## config.mk

```make
export PLATFORM = sky130hd
export DESIGN_NAME = arb_grant_port_flat
export DESIGN_NICKNAME = d
export VERILOG_FILES = /design/src/rtl/arb_grant_port_if.sv /design/src/rtl/arb_grant_port.sv /design/src/flat_wrapper.sv
export SDC_FILE = /design/constraint.sdc
export NUM_CORES = 1
export LEC_CHECK = 0
export ABC_CLOCK_PERIOD_IN_PS = 4540
export BUFFER_PORTS_ARGS = -buffer_cell sky130_fd_sc_hd__buf_2
export CORE_ASPECT_RATIO = 0.5
export CORE_UTILIZATION = 43
export CTS_BUF_LIST = sky130_fd_sc_hd__clkbuf_8 sky130_fd_sc_hd__clkbuf_16
export DETAILED_ROUTE_END_ITERATION = 12
export PLACE_DENSITY = 0.8
export SETUP_SLACK_MARGIN = 0.5
export SKIP_CTS_REPAIR_TIMING = 1
export SLEW_MARGIN = 20
export SYNTH_ARGS = -nofsm -noshare
export SYNTH_HDL_FRONTEND = slang
export SYNTH_SLANG_ARGS = --single-unit
```

## constraint.sdc

```tcl
create_clock -name clk -period 4.54 [get_ports clk]
set_input_delay 0.681 -clock clk [delete_from_list [all_inputs] [get_ports clk]]
set_output_delay 0.681 -clock clk [all_outputs]
set_load 0.03 [all_outputs]
```

## src/rtl/arb_grant_port_if.sv

```systemverilog
// Shared slave-port handshake between the grant port (master side) and the downstream slave.
interface arb_grant_port_if #(parameter int W = 8);
  logic         bus_valid;
  logic [W-1:0] bus_data;
  logic         bus_ready;

  modport master (output bus_valid, output bus_data, input bus_ready);
  modport slave  (input bus_valid, input bus_data, output bus_ready);
endinterface

```

## src/rtl/arb_grant_port.sv

```systemverilog
// Latches the one-hot granted master as owner and streams a fixed-length burst of its
// words onto the shared slave port, signalling done/abort/grant_err back upstream.
module arb_grant_port #(
  parameter int W         = 8,
  parameter int BURST_LEN = 4
) (
  input  logic                 clk,
  input  logic                 reset,
  input  logic [3:0]           grant,
  input  logic [4*W-1:0]       data_in,
  arb_grant_port_if.master     bus,
  output logic [1:0]           owner,
  output logic [3:0]           done,
  output logic                 abort,
  output logic                 grant_err
);
  localparam int         NUM_M   = 4;
  localparam logic [1:0] IDLE    = 2'd0;
  localparam logic [1:0] XFER    = 2'd1;
  localparam logic [1:0] RELEASE = 2'd2;
  localparam logic [3:0] LAST    = 4'(BURST_LEN - 1);

  logic [NUM_M-1:0][W-1:0] words;
  logic [1:0]              state;
  logic [3:0]              beat_cnt;
  logic [W-1:0]            data_q;
  logic [1:0]              enc;
  logic                    multi_hot, one_hot, gown, acc;

  assign words = data_in;

  always_comb begin
    enc = '0;
    for (int k = 0; k < NUM_M; k++)
      if (grant[k]) enc = 2'(k);
  end

  assign multi_hot = (grant != 4'd0) && ((grant & (grant - 4'd1)) != 4'd0);
  assign one_hot   = (grant != 4'd0) && !multi_hot;
  assign gown      = grant[owner];
  assign acc       = (state == XFER) && bus.bus_ready;

  assign bus.bus_valid = (state == XFER);
  assign bus.bus_data  = data_q;

  always_ff @(posedge clk) begin
    if (reset) begin
      state     <= IDLE;
      owner     <= '0;
      beat_cnt  <= '0;
      data_q    <= '0;
      done      <= '0;
      abort     <= 1'b0;
      grant_err <= 1'b0;
    end else begin
      done      <= '0;
      abort     <= 1'b0;
      grant_err <= multi_hot;
      case (state)
        IDLE: begin
          if (one_hot) begin
            owner    <= enc;
            data_q   <= words[enc];
            beat_cnt <= '0;
            state    <= XFER;
          end
        end
        XFER: begin
          // An accepted beat takes priority over a dropped grant, so a final
          // handshake coincident with the drop still completes the burst.
          if (acc) begin
            if (beat_cnt == LAST) begin
              done  <= 4'd1 << owner;
              state <= RELEASE;
            end else begin
              beat_cnt <= beat_cnt + 4'd1;
              data_q   <= words[owner];
            end
          end else if (!gown) begin
            abort <= 1'b1;
            state <= IDLE;
          end
        end
        RELEASE: begin
          if (!gown) state <= IDLE;
        end
        default: state <= IDLE;
      endcase
    end
  end
endmodule
```

## src/flat_wrapper.sv

```systemverilog
// flat-port wrapper written by rule: the top's interface ports become plain ports
module arb_grant_port_flat 
#(
  parameter int W         = 8,
  parameter int BURST_LEN = 4
)
  (clk, reset, grant, data_in, owner, done, abort, grant_err, bus_bus_valid, bus_bus_data, bus_bus_ready);
  arb_grant_port_if #(.W(W)) bus_i ();
  input  logic clk;
  input  logic reset;
  input  logic [3:0] grant;
  input  logic [4*W-1:0] data_in;
  output logic [1:0] owner;
  output logic [3:0] done;
  output logic abort;
  output logic grant_err;
  output wire logic [$bits(bus_i.bus_valid)-1:0] bus_bus_valid;
  output wire logic [$bits(bus_i.bus_data)-1:0] bus_bus_data;
  input wire logic [$bits(bus_i.bus_ready)-1:0] bus_bus_ready;
  assign bus_bus_valid = bus_i.bus_valid;
  assign bus_bus_data = bus_i.bus_data;
  assign bus_i.bus_ready = bus_bus_ready;
  arb_grant_port #(.W(W), .BURST_LEN(BURST_LEN)) u_core (.clk(clk), .reset(reset), .grant(grant), .data_in(data_in), .bus(bus_i), .owner(owner), .done(done), .abort(abort), .grant_err(grant_err));
endmodule
```

[Word level (Yosys, flattened, before mapping)]
Cells that the tools add are included.
Word-level totals
  register bits: 22
  logic and storage cells: 59
  output and inout port bits: 17
  input bits: 39
Operators by class
  muxes and demuxes: 23
  shifts and indexed selects: 1
  reductions and logical operators: 13
  add/subtract/negate cells: 2
  bitwise logic cells: 4
  equality and inequality tests: 7
  $lt $le $gt $ge: 2
Operators by type and width (number)
  $mux W8: 5
  $bmux W8 S2: 2
  $pmux W8 S2: 1
  $mux W2: 6
  $mux W4: 3
  $pmux W4 S2: 1
  $reduce_bool A4 Y1: 2
  $lt A2 B3 Y1 const B: 2
  $pmux W2 S3: 1
  $add A4 B1 Y4 const B: 1
  $and A4 B4 Y4: 1
  $eq A4 B2 Y1 const B: 1
  $ne A2 B1 Y1 const B: 2
  $reduce_and A2 Y1: 2
  $reduce_and A4 Y1: 1
  $reduce_or A4 Y1: 1
  $shl A1 B2 Y4 const A: 1
  $sub A4 B1 Y4 const B: 1
  $logic_and A1 B1 Y1: 3
  $mux W1: 3
  $ne A3 B3 Y1 const B: 1
  $not A1 Y1: 3
  $reduce_or A3 Y1: 1
  $bmux W1 S2: 1
  other kinds (6): 6

[Longest topological paths before layout]
Gate-level depths: netlist (run 1).
  depth after elaboration: 8
  mapped depth: 6
  depth with buffers taken out: 5

[Worst setup path after synthesis (run 1)]
Ideal clock, no wire load.
  path type: input to register
  start: input grant[0]
  end: register u_core.beat_cnt[0]
  required time: 4419 ps
  path buffers: 2
  stages: 6
  library setup time: 121 ps
  path slack: 2539 ps
  data arrival time: 1879 ps
  cells stage by stage: buf_6 nor4b_2 a211o_1 a32oi_2 buf_6 mux2_4
Between the ends
  longest elaborated chain between the ends: 8
  elaborated cells between the ends (all ways): 9
  those cells by class: add/sub: 1; eq/ne: 1; bitwise: 1; reduce/logical: 6
RTL lines
  start: declaration: line flat_wrapper.sv:11  | input logic [3:0] grant;
  $sub A4 B1 Y4: line arb_grant_port.sv:38  | assign multi_hot = (grant != 4'd0) && ((grant & (grant - 4'd1)) != 4'd0);
  $and A4 B4 Y4: line arb_grant_port.sv:38
  $reduce_bool A4 Y1: line arb_grant_port.sv:38
  $logic_and A1 B1 Y1: line arb_grant_port.sv:38
  $logic_not A1 Y1: line arb_grant_port.sv:39  | assign one_hot = (grant != 4'd0) && !multi_hot;
  $logic_and A1 B1 Y1 *: line arb_grant_port.sv:39
  $ne A2 B1 Y1 (no line) *
  $reduce_and A4 Y1 (no line) *
  end signal: assignment: line arb_grant_port.sv:76  | beat_cnt <= beat_cnt + 4'd1;
  end: declaration: line arb_grant_port.sv:25  | logic [3:0] beat_cnt;
Mark *: on every way between the ends. The rest lies on a longest branch, timed or not.
A chain may end at the register's enable or synchronous reset.

[Final worst setup path (run 1)]
  start: input grant[3]
  end: register u_core.beat_cnt[0]
Same word-level chain as after synthesis.

==> results of run 1 <==
-- power by group through the flow --
| stage | Sequential (mW) | Clock (mW) | Combinational, mW |
|---|---|---|---|
| after floorplan | 0.236 | 0 | 0.104 |
| after global placement | 0.226 | 0 | 0.152 |
| after CTS | 0.221 | 0.190 | 0.157 |
| after detailed placement | 0.226 | 0 | 0.156 |
| after global routing | 0.223 | 0.197 | 0.170 |
| final | 0.221 | 0.186 | 0.157 |
-- worst min-delay path, delay by kind of cell (launching register included) --
| family | cells | cell delay (ns) |
|---|---|---|
| DFF | 1 | 0.31 |
| and+or+nand+nor | 1 | 0.06 |
| muxes | 1 | 0.06 |
-- stage by stage --
stage           util  hold slack (ns)
6_report       0.553            0.476
2_1_floorplan      -            0.469
3_5_place_dp   0.533            0.466
5_1_grt        0.553            0.501
4_1_cts        0.553            0.480
3_3_place_gp   0.533            0.461
-- cells in the mapped netlist (all sizes together), types with 2 or more instances --
library cell,n,area share
mux2i,34,0.20
dfxtp,22,0.26
nand2,20,0.045
nand2b,11,0.041
nor3,11,0.033
buf,10,0.045
a211oi,9,0.040
clkbuf,9,0.020
nor2b,9,0.034
o21ai,9,0.027
a221oi,8,0.042
a21oi,6,0.018
nor2,5,0.011
inv,3,0.0067
nor4b,3,0.028
nand4,2,0.0075
nor3b,2,0.012
nor4,2,0.0075
or4,2,0.0090
-- placed cells by master, fill, tap and decap left out, types with 2 or more instances in the layout --
master    instances
nand4_1           2
o21ai_0           9
nor4_1            2
or4_1             2
nand2_1          20
nor2_1            5
buf_2            55
nor2b_1           9
mux2i_1          34
a211oi_1          9
clkbuf_8          3
inv_1             3
a221oi_1          8
nor3_1           11
dfxtp_1          22
a21oi_1           6
nand2b_1         11
-- final cells by class --
type | instances | area (µm²)
clock buffer | 3 | 41.3
timing repair buffer | 55 | 275
tap | 51 | 63.8
inverter | 4 | 15.0
sequential | 22 | 440
fill | 337 | 1600
multi-input combinational | 150 | 1100
clock inverter | 1 | 30.0
-- kinds of logic after synthesis --
logic type      count (synthesis)
xor+xnor                        2
compound gates                 39
mux                            36
fa+ha+maj                       1
buf+inv                        23
flops                          22
simple gates                   72
-- how the worst min path moves through the flow --
stage                                         from                             endpoint  slack, ns  cells past startpoint
6_report       u_core.bus.bus_data[1]$_SDFFE_PP0P_  u_core.bus.bus_data[1]$_SDFFE_PP0P_       0.48                      2
3_3_place_gp   u_core.bus.bus_data[3]$_SDFFE_PP0P_  u_core.bus.bus_data[3]$_SDFFE_PP0P_       0.46                      2
3_5_place_dp   u_core.bus.bus_data[1]$_SDFFE_PP0P_  u_core.bus.bus_data[1]$_SDFFE_PP0P_       0.47                      2
2_1_floorplan      u_core.beat_cnt[1]$_SDFFE_PP0P_      u_core.beat_cnt[1]$_SDFFE_PP0P_       0.47                      2
4_1_cts        u_core.bus.bus_data[1]$_SDFFE_PP0P_  u_core.bus.bus_data[1]$_SDFFE_PP0P_       0.48                      2
5_1_grt        u_core.bus.bus_data[1]$_SDFFE_PP0P_  u_core.bus.bus_data[1]$_SDFFE_PP0P_       0.50                      2
-- metal layers --
metal	share of wire	vias to the layer above	GRT usage
li1	-	793	-
met2	0.49	56	0.356
met4	0.0048	0	0.0387
met3	0.059	2	0.0462
met5	0	-	0
met1	0.45	732	0.246
-- state kept, by name, indices dropped and copies added (netlist names) --
name                 cells
u_core.beat_cnt          4
u_core.state             2
u_core.done              4
u_core.owner             2
u_core.bus.bus_data      8
u_core.abort             1
u_core.grant_err         1
==> results.yml, run 1 <==
critical_path:
  crit_slowest_cell: "a32oi_2"
  critPathMaxFanout: 26
  crit_type: "input pin to register"
  r2r_slack_ns: 2.11
  max_stage_delay_ns: 0.73
  worstReg2RegEnd: "u_core.beat_cnt[0]$_SDFFE_PP0P_"
  cp-end-kind: "register"
  endpoint: "u_core.beat_cnt[0]$_SDFFE_PP0P_"
  cp.arrival_ns: 2.62
  startpoint: "grant[3]"
  cp_top_family: "compound AO/OA/AOI/OAI gates"
  required_ns: 4.70
  crit_buf_inv: 1
  crit_chain: "buf_2, nor2_1, a211o_1, a32oi_2, mux2_4"
  start_kind: "input pin"
  timing.rr.start: "u_core.state[1]$_SDFFE_PP0P_"
  critical_path_cell_count: 5
  rr_worst_depth: 4
power_and_ir_drop:
  power.internal_uw: 389
  finalPower_uw: 564
  clkPwrFrac: 0.329
  p_switching_uw: 174
  vdd_drop_max_mv: 0.136
  swShare: 0.310
  p_leak_nw: 0.886
  combPwrFrac: 0.278
  p_per_area_nw_per_um2: 286
  pwr-share-seq: 0.392
cells_and_area:
  design_area_um2: 1970
  diodes: 0
  final_layout_size_suffix_gt1_frac: 0.281
  area_growth_pct: 18.1
  layout.cells.non_filler: 286
  fin_nets: 276
worst_hold_path:
  hp-class: "register to register"
drt:
  drtAntennaViolNets: 0
  first_iter_violations: 77
  num_vias: 1583
  wl_um: 3980
  viasPerCell: 5.53
  drc: 0
  wl_per_cell_um: 13.9
  drt_pass1_iterations: 4
global_route:
  grtUsageTotal: 0.196
  grt_max_degree: 30
  grt_overflow: 0
  grt_pass1_vias: 1422
  antenna_found_initial: 0
  grt_first_pass_wirelength_um: 6400
die:
  coreArea_um2: 3570
  die_area_um2: 4150
  row_count: 15
  die_h_um: 46.1
  die_width_um: 90.1
  io_pins: 56
  start_util: 0.468
logic_synthesis:
  synthesis.area_um2: 1670
  yosys.area_share.adder: 0.00750
  syn-mean-instance-area_um2: 8.56
  synth_compound_area_frac: 0.166
  ys_async_sr_fraction: 0
  synth_top_family_by_area: "simple AND/OR/NAND/NOR gates"
  syn_inst: 195
  ys_seq_area_frac: 0.264
  synth_fp_nets: 235
  synth.area.mux_share: 0.226
  ys_warn_count: 0
  yosys.area_share.simple: 0.251
  synth_enable_flop_cells: 0
  synth_seq_cells: 22
  synthXorXnorAreaFrac: 0.0105
  ys.flop_type: "dfxtp_1"
  yosysUniqueCellTypes: 41
timing:
  hold_viol_final: 0
  slew_headroom: 0.252
  rsz0062_at_grt: "false"
  postLayoutSetupSlackWorst_ns: 2.08
  max_freq_mhz: 407
  timing.final.crit_share: 0.541
  finClkSkew_ns: 0.000897
  setup_viol: 0
  tns_ns: 0
  tightest_slew_ns: 1.12
  min_period_ns: 2.46
  finalMaxSlewViolations: 0
outcome:
  status: "finished clean"
clock_network:
  cts.sinks: 22
  cts_tree: "built"
  cts.path.max_buffers: 2
  cts-htree-levels: 1
  cts_buffers: 3
  clock_latency_ns: 0.26
  root_buffer: "clkbuf_8"
  path_clk_slew_ns: 0.08
placement:
  placed_cell_area_um2: 1900
  place_ws_ns: 1.85
  io_buffers: 55
  dp_cells: 282
  hpwl_um: 2900
  place.gp.congestion: 0.873
job:
  max_cap_viol_count: 0
Note: power is estimated with default switching activity, not from simulation.
==> inputs of run 2 (changes only) <==
--- a/config.mk
+++ b/config.mk
@@ -5,7 +5,7 @@
 export SDC_FILE = /design/constraint.sdc
 export NUM_CORES = 1
 export LEC_CHECK = 0
-export ABC_CLOCK_PERIOD_IN_PS = 4540
+export ABC_CLOCK_PERIOD_IN_PS = 2400
 export BUFFER_PORTS_ARGS = -buffer_cell sky130_fd_sc_hd__buf_2
 export CORE_ASPECT_RATIO = 0.5
 export CORE_UTILIZATION = 43
==> constraint.sdc (replaced) <==
create_clock -name clk -period 2.4 [get_ports clk]
set_input_delay 0.36 -clock clk [delete_from_list [all_inputs] [get_ports clk]]
set_output_delay 0.36 -clock clk [all_outputs]
set_load 0.03 [all_outputs]
==> run 2 against run 1 <==
Net effect: cell count up 1.4%; critical path depth is the same; core utilization up 0.84 points; clock skew about the same; clock power increased by 89%; die area unchanged; flip-flop and latch count unchanged; register-to-register slack worse by 1.5 ns; via count increased by 1.4%; clock-buffer cell count did not move; sequential share of layout area fell by 0.34 points; critical path type is now register to register.
==> results.yml, run 2 (synthesized netlist as in run 1, its figures left out) <==
outcome:
  status: "finished clean"
global_route:
  grt_overflow: 0
  grt_pass1_vias: 1458
  antenna_found_initial: 0
  grtUsageTotal: 0.205
  grt_max_degree: 30
  grt_first_pass_wirelength_um: 6670
cells_and_area:
  layout_commonest_cell: "buf_2"
  final_cell_mix: "55 x buf_2, 34 x mux2i_1, 22 x dfxtp_1"
  largest_register_ffs: 8
  fillers: 333
  design_area_um2: 2000
  final_layout_size_suffix_gt1_frac: 0.293
  fin_nets: 280
  area_growth_pct: 19.9
  diodes: 0
die:
  coreArea_um2: 3570
  io_pins: 56
  row_count: 15
  die_area_um2: 4150
  die_h_um: 46.1
  start_util: 0.468
  die_width_um: 90.1
critical_path:
  crit_chain: "ha_1, or3b_1, a32oi_2, buf_4, mux2i_1"
  required_ns: 2.60
  r2r_slack_ns: 0.65
  crit_slowest_cell: "or3b_1"
  max_stage_delay_ns: 0.41
  worstReg2RegEnd: "u_core.bus.bus_data[1]$_SDFFE_PP0P_"
  critPathMaxFanout: 4
  cp-end-kind: "register"
  rr_worst_depth: 5
  crit_buf_inv: 1
  cp.arrival_ns: 1.95
  crit_type: "register to register"
  timing.rr.start: "u_core.beat_cnt[0]$_SDFFE_PP0P_"
  cp_top_family: "simple AND/OR/NAND/NOR gates"
  start_kind: "register"
clock_network:
  root_buffer: "clkbuf_8"
  cts.path.max_buffers: 2
  cts-htree-levels: 1
  path_clk_slew_ns: 0.08
  cts_buffers: 3
  cts.sinks: 22
  cts_tree: "built"
  clock_latency_ns: 0.27
drt:
  wl_um: 4130
  drt_pass1_iterations: 4
  viasPerCell: 5.53
  drtAntennaViolNets: 0
  first_iter_violations: 65
  num_vias: 1605
  drc: 0
  wl_per_cell_um: 14.2
worst_hold_path:
  hp-start: "bus_bus_ready"
  hold_end: "u_core.abort$_SDFF_PP0_"
  hp-class: "input pin to register"
  hold_depth: 2
timing:
  min_period_ns: 1.75
  postLayoutSetupSlackWorst_ns: 0.648
  worst_hold_slack_ns: 0.356
  finClkSkew_ns: 0.00109
  finalMaxSlewViolations: 0
  rsz0062_at_grt: "false"
  tightest_slew_ns: 0.568
  hold_viol_final: 0
  setup_viol: 0
  max_freq_mhz: 571
  tns_ns: 0
  slew_headroom: 0.620
  timing.final.crit_share: 0.730
power_and_ir_drop:
  p_leak_nw: 0.905
  p_per_area_nw_per_um2: 539
  vdd_drop_max_mv: 0.232
placement:
  io_buffers: 55
  place_ws_ns: 0.447
  place.gp.congestion: 0.828
  placed_cell_area_um2: 1930
  hpwl_um: 3050
job:
  max_cap_viol_count: 0
==> run 2: worst reg2reg max path, delay by kind of cell, from the launching register on <==
kind	cells	cell delay, ns
buf+inv	1	0.21
simple gates	1	0.41
mux	1	0.20
fa+ha+maj	1	0.17
flops	1	0.38
compound gates	1	0.31
==> run 2: worst max-delay path by stage <==
stage | from | to | slack, ns | cells after the start
after floorplan | u_core.beat_cnt[0]$_SDFFE_PP0P_ | u_core.beat_cnt[0]$_SDFFE_PP0P_ | 0.70 | 5
after global placement | grant[3] | u_core.bus.bus_data[2]$_SDFFE_PP0P_ | 0.54 | 6
after detailed placement | grant[3] | u_core.bus.bus_data[1]$_SDFFE_PP0P_ | 0.45 | 6
after CTS | u_core.beat_cnt[0]$_SDFFE_PP0P_ | u_core.bus.bus_data[1]$_SDFFE_PP0P_ | 0.64 | 5
after global routing | u_core.beat_cnt[1]$_SDFFE_PP0P_ | u_core.bus.bus_data[1]$_SDFFE_PP0P_ | 0.56 | 5
final | u_core.beat_cnt[0]$_SDFFE_PP0P_ | u_core.bus.bus_data[1]$_SDFFE_PP0P_ | 0.65 | 5
==> run 2: stage by stage <==
step | cells | power (mW) | util
4_1_cts | 290 | 1.08 | 0.561
3_3_place_gp | 286 | 0.723 | 0.541
6_report | 290 | 1.08 | 0.561
5_1_grt | 290 | 1.13 | 0.561
3_5_place_dp | 286 | 0.733 | 0.541
2_1_floorplan | 195 | 0.642 | -
==> run 2: power by group <==
group	internal, mW	switching (mW)	total [mW]
logic	0.133	0.187	0.319
clock network	0.223	0.129	0.352
registers	0.387	0.0202	0.407
total	0.743	0.336	1.08
==> run 2: per-layer routing <==
layer / global-route usage / wire length, µm / up-vias
met5: 0 / 0 / -
met4: 0.0903 / 45 / 0
met3: 0.0347 / 288 / 5
met2: 0.348 / 1900 / 55
met1: 0.266 / 1890 / 745
li1: - / - / 800
==> run 2: layout make-up <==
type | instances | area [µm²] | share of cell area
inverters | 4 | 15.0 | 0.00750
clock buffers | 3 | 41.3 | 0.0206
clock inverters | 1 | 30.0 | 0.0150
flip-flops and latches | 22 | 440 | 0.220
repair buffers | 59 | 305 | 0.153
multi-input cells | 150 | 1100 | 0.552
well taps | 51 | 63.8 | 0.0319
==> inputs of run 3 (changes only) <==
--- a/config.mk
+++ b/config.mk
@@ -5,13 +5,13 @@
 export SDC_FILE = /design/constraint.sdc
 export NUM_CORES = 1
 export LEC_CHECK = 0
-export ABC_CLOCK_PERIOD_IN_PS = 2400
+export ABC_CLOCK_PERIOD_IN_PS = 1540
 export BUFFER_PORTS_ARGS = -buffer_cell sky130_fd_sc_hd__buf_2
 export CORE_ASPECT_RATIO = 0.5
 export CORE_UTILIZATION = 43
 export CTS_BUF_LIST = sky130_fd_sc_hd__clkbuf_8 sky130_fd_sc_hd__clkbuf_16
 export DETAILED_ROUTE_END_ITERATION = 12
-export PLACE_DENSITY = 0.8
+export PLACE_DENSITY = 0.83
 export SETUP_SLACK_MARGIN = 0.5
 export SKIP_CTS_REPAIR_TIMING = 1
 export SLEW_MARGIN = 20
==> constraint.sdc (replaced) <==
create_clock -name clk -period 1.54 [get_ports clk]
set_input_delay 0.231 -clock clk [delete_from_list [all_inputs] [get_ports clk]]
set_output_delay 0.231 -clock clk [all_outputs]
set_load 0.03 [all_outputs]
==> run 3 against run 2 <==
Net effect: the flow now finishes with violations (setup timing); global-route usage is 1.9 points higher; total power grew 64%; critical endpoint unchanged; via count rose by 9.2%; clock-buffer cell count up 1; first-iteration DRC count increased by 40%.
==> results.yml, run 3 (synthesized netlist as in run 1, its figures left out) <==
timing:
  finalMaxSlewViolations: 0
  hold_viol_final: 0
  postLayoutSetupSlackWorst_ns: -0.0911
  slew_headroom: 0.640
  tightest_slew_ns: 0.541
  tns_ns: -0.629
  min_period_ns: 1.63
  setup_viol: 10
  timing.final.crit_share: 1.06
  max_freq_mhz: 613
  rsz0062_at_grt: "true"
  finClkSkew_ns: 0.00218
cells_and_area:
  fin_nets: 301
  fillers: 274
  area_growth_pct: 44.7
  largest_register_ffs: 8
  final_layout_size_suffix_gt1_frac: 0.458
  layout_commonest_cell: "buf_2"
  diodes: 0
  final_cell_mix: "44 x buf_2, 34 x mux2i_1, 27 x buf_4"
die:
  die_area_um2: 4150
  io_pins: 56
  die_h_um: 46.1
  row_count: 15
  start_util: 0.468
  die_width_um: 90.1
  coreArea_um2: 3570
worst_hold_path:
  hp-class: "input pin to register"
clock_network:
  cts.sinks: 22
  clock_latency_ns: 0.27
  path_clk_slew_ns: 0.09
  root_buffer: "clkbuf_8"
  cts_buffers: 3
  cts_tree: "built"
  cts.path.max_buffers: 2
  cts-htree-levels: 1
critical_path:
  critPathMaxFanout: 5
  crit_slowest_cell: "or3b_4"
  max_stage_delay_ns: 0.39
  crit_chain: "ha_4, or3b_4, a32oi_4, buf_4, mux2i_1"
  cp_top_family: "simple AND/OR/NAND/NOR gates"
  start_kind: "register"
  cp.arrival_ns: 1.83
  required_ns: 1.74
  crit_type: "register to register"
  cp-end-kind: "register"
  crit_buf_inv: 1
power_and_ir_drop:
  vdd_drop_max_mv: 0.386
  p_leak_nw: 1.06
  p_per_area_nw_per_um2: 734
  finalPower_mw: 1.77
drt:
  drc: 0
  first_iter_violations: 91
  wl_um: 5120
  drt_pass1_iterations: 4
  wl_per_cell_um: 16.5
  drtAntennaViolNets: 0
  num_vias: 1752
  viasPerCell: 5.63
placement:
  place.gp.congestion: 0.819
  io_buffers: 55
  hpwl_um: 3430
global_route:
  grt_overflow: 0
  grt_max_degree: 30
  grtUsageTotal: 0.224
  antenna_found_initial: 0
  grt_pass1_vias: 1596
  grt_first_pass_wirelength_um: 7360
job:
  max_cap_viol_count: 0
outcome:
  status: "finished with violations"
  violations: "setup timing"
[run 3: cell types whose count changed in the layout (fill, tap and decap cells not counted), moves of 4 or more]
cell	previous run	this run
buf_4	4	27
dfxtp_2	0	5
nor3_1	11	6
dfxtp_1	22	14
nor3_2	0	4
buf_6	0	4
buf_2	55	44
[run 3: layer usage]
metal	global-route usage	wire length, µm	vias to the layer above
li1	-	-	846
met1	0.273	2200	820
met2	0.420	2500	82
met3	0.0479	396	4
met4	0.0548	26	0
met5	0	0	-
[run 3: cell type report]
type / count / area [µm²] / share of cell area
Timing Repair Buffer: 80 / 556 / 0.230
Multi-Input combinational cell: 150 / 1250 / 0.519
Tap cell: 51 / 63.8 / 0.0264
Sequential cell: 22 / 458 / 0.190
Clock buffer: 4 / 66.3 / 0.0275
Inverter: 4 / 18.8 / 0.00777
[run 3: path summary, 6_finish.rpt]
check                                                      endpoint                                 from  depth (start not counted)  slack, ns
worst max register to register  u_core.bus.bus_data[1]$_SDFFE_PP0P_      u_core.beat_cnt[1]$_SDFFE_PP0P_                          5      -0.09
worst max-delay path            u_core.bus.bus_data[1]$_SDFFE_PP0P_      u_core.beat_cnt[1]$_SDFFE_PP0P_                          5      -0.09
worst min register to register  u_core.bus.bus_data[3]$_SDFFE_PP0P_  u_core.bus.bus_data[3]$_SDFFE_PP0P_                          2       0.49
worst min-delay path                        u_core.abort$_SDFF_PP0_                        bus_bus_ready                          2       0.27
[run 3: per-stage QoR]
stage / utilization / hold WS (ns) / cell area [µm²] / cells / worst slack, ns
6_report: 0.677 / 0.265 / 2410 / 311 / -0.0911
2_1_floorplan: - / 0.309 / 1770 / 195 / -0.0773
4_1_cts: 0.624 / 0.226 / 2220 / 308 / -0.141
3_5_place_dp: 0.605 / 0.475 / 2160 / 304 / -0.0918
5_1_grt: 0.677 / 0.272 / 2410 / 311 / -0.138
3_3_place_gp: 0.605 / 0.463 / 2160 / 304 / -0.00652
[run 3: power breakdown]
| group | total [mW] | internal, mW | switching (mW) |
|---|---|---|---|
| registers | 0.645 | 0.605 | 0.0410 |
| logic | 0.638 | 0.297 | 0.342 |
| clock network | 0.488 | 0.282 | 0.206 |
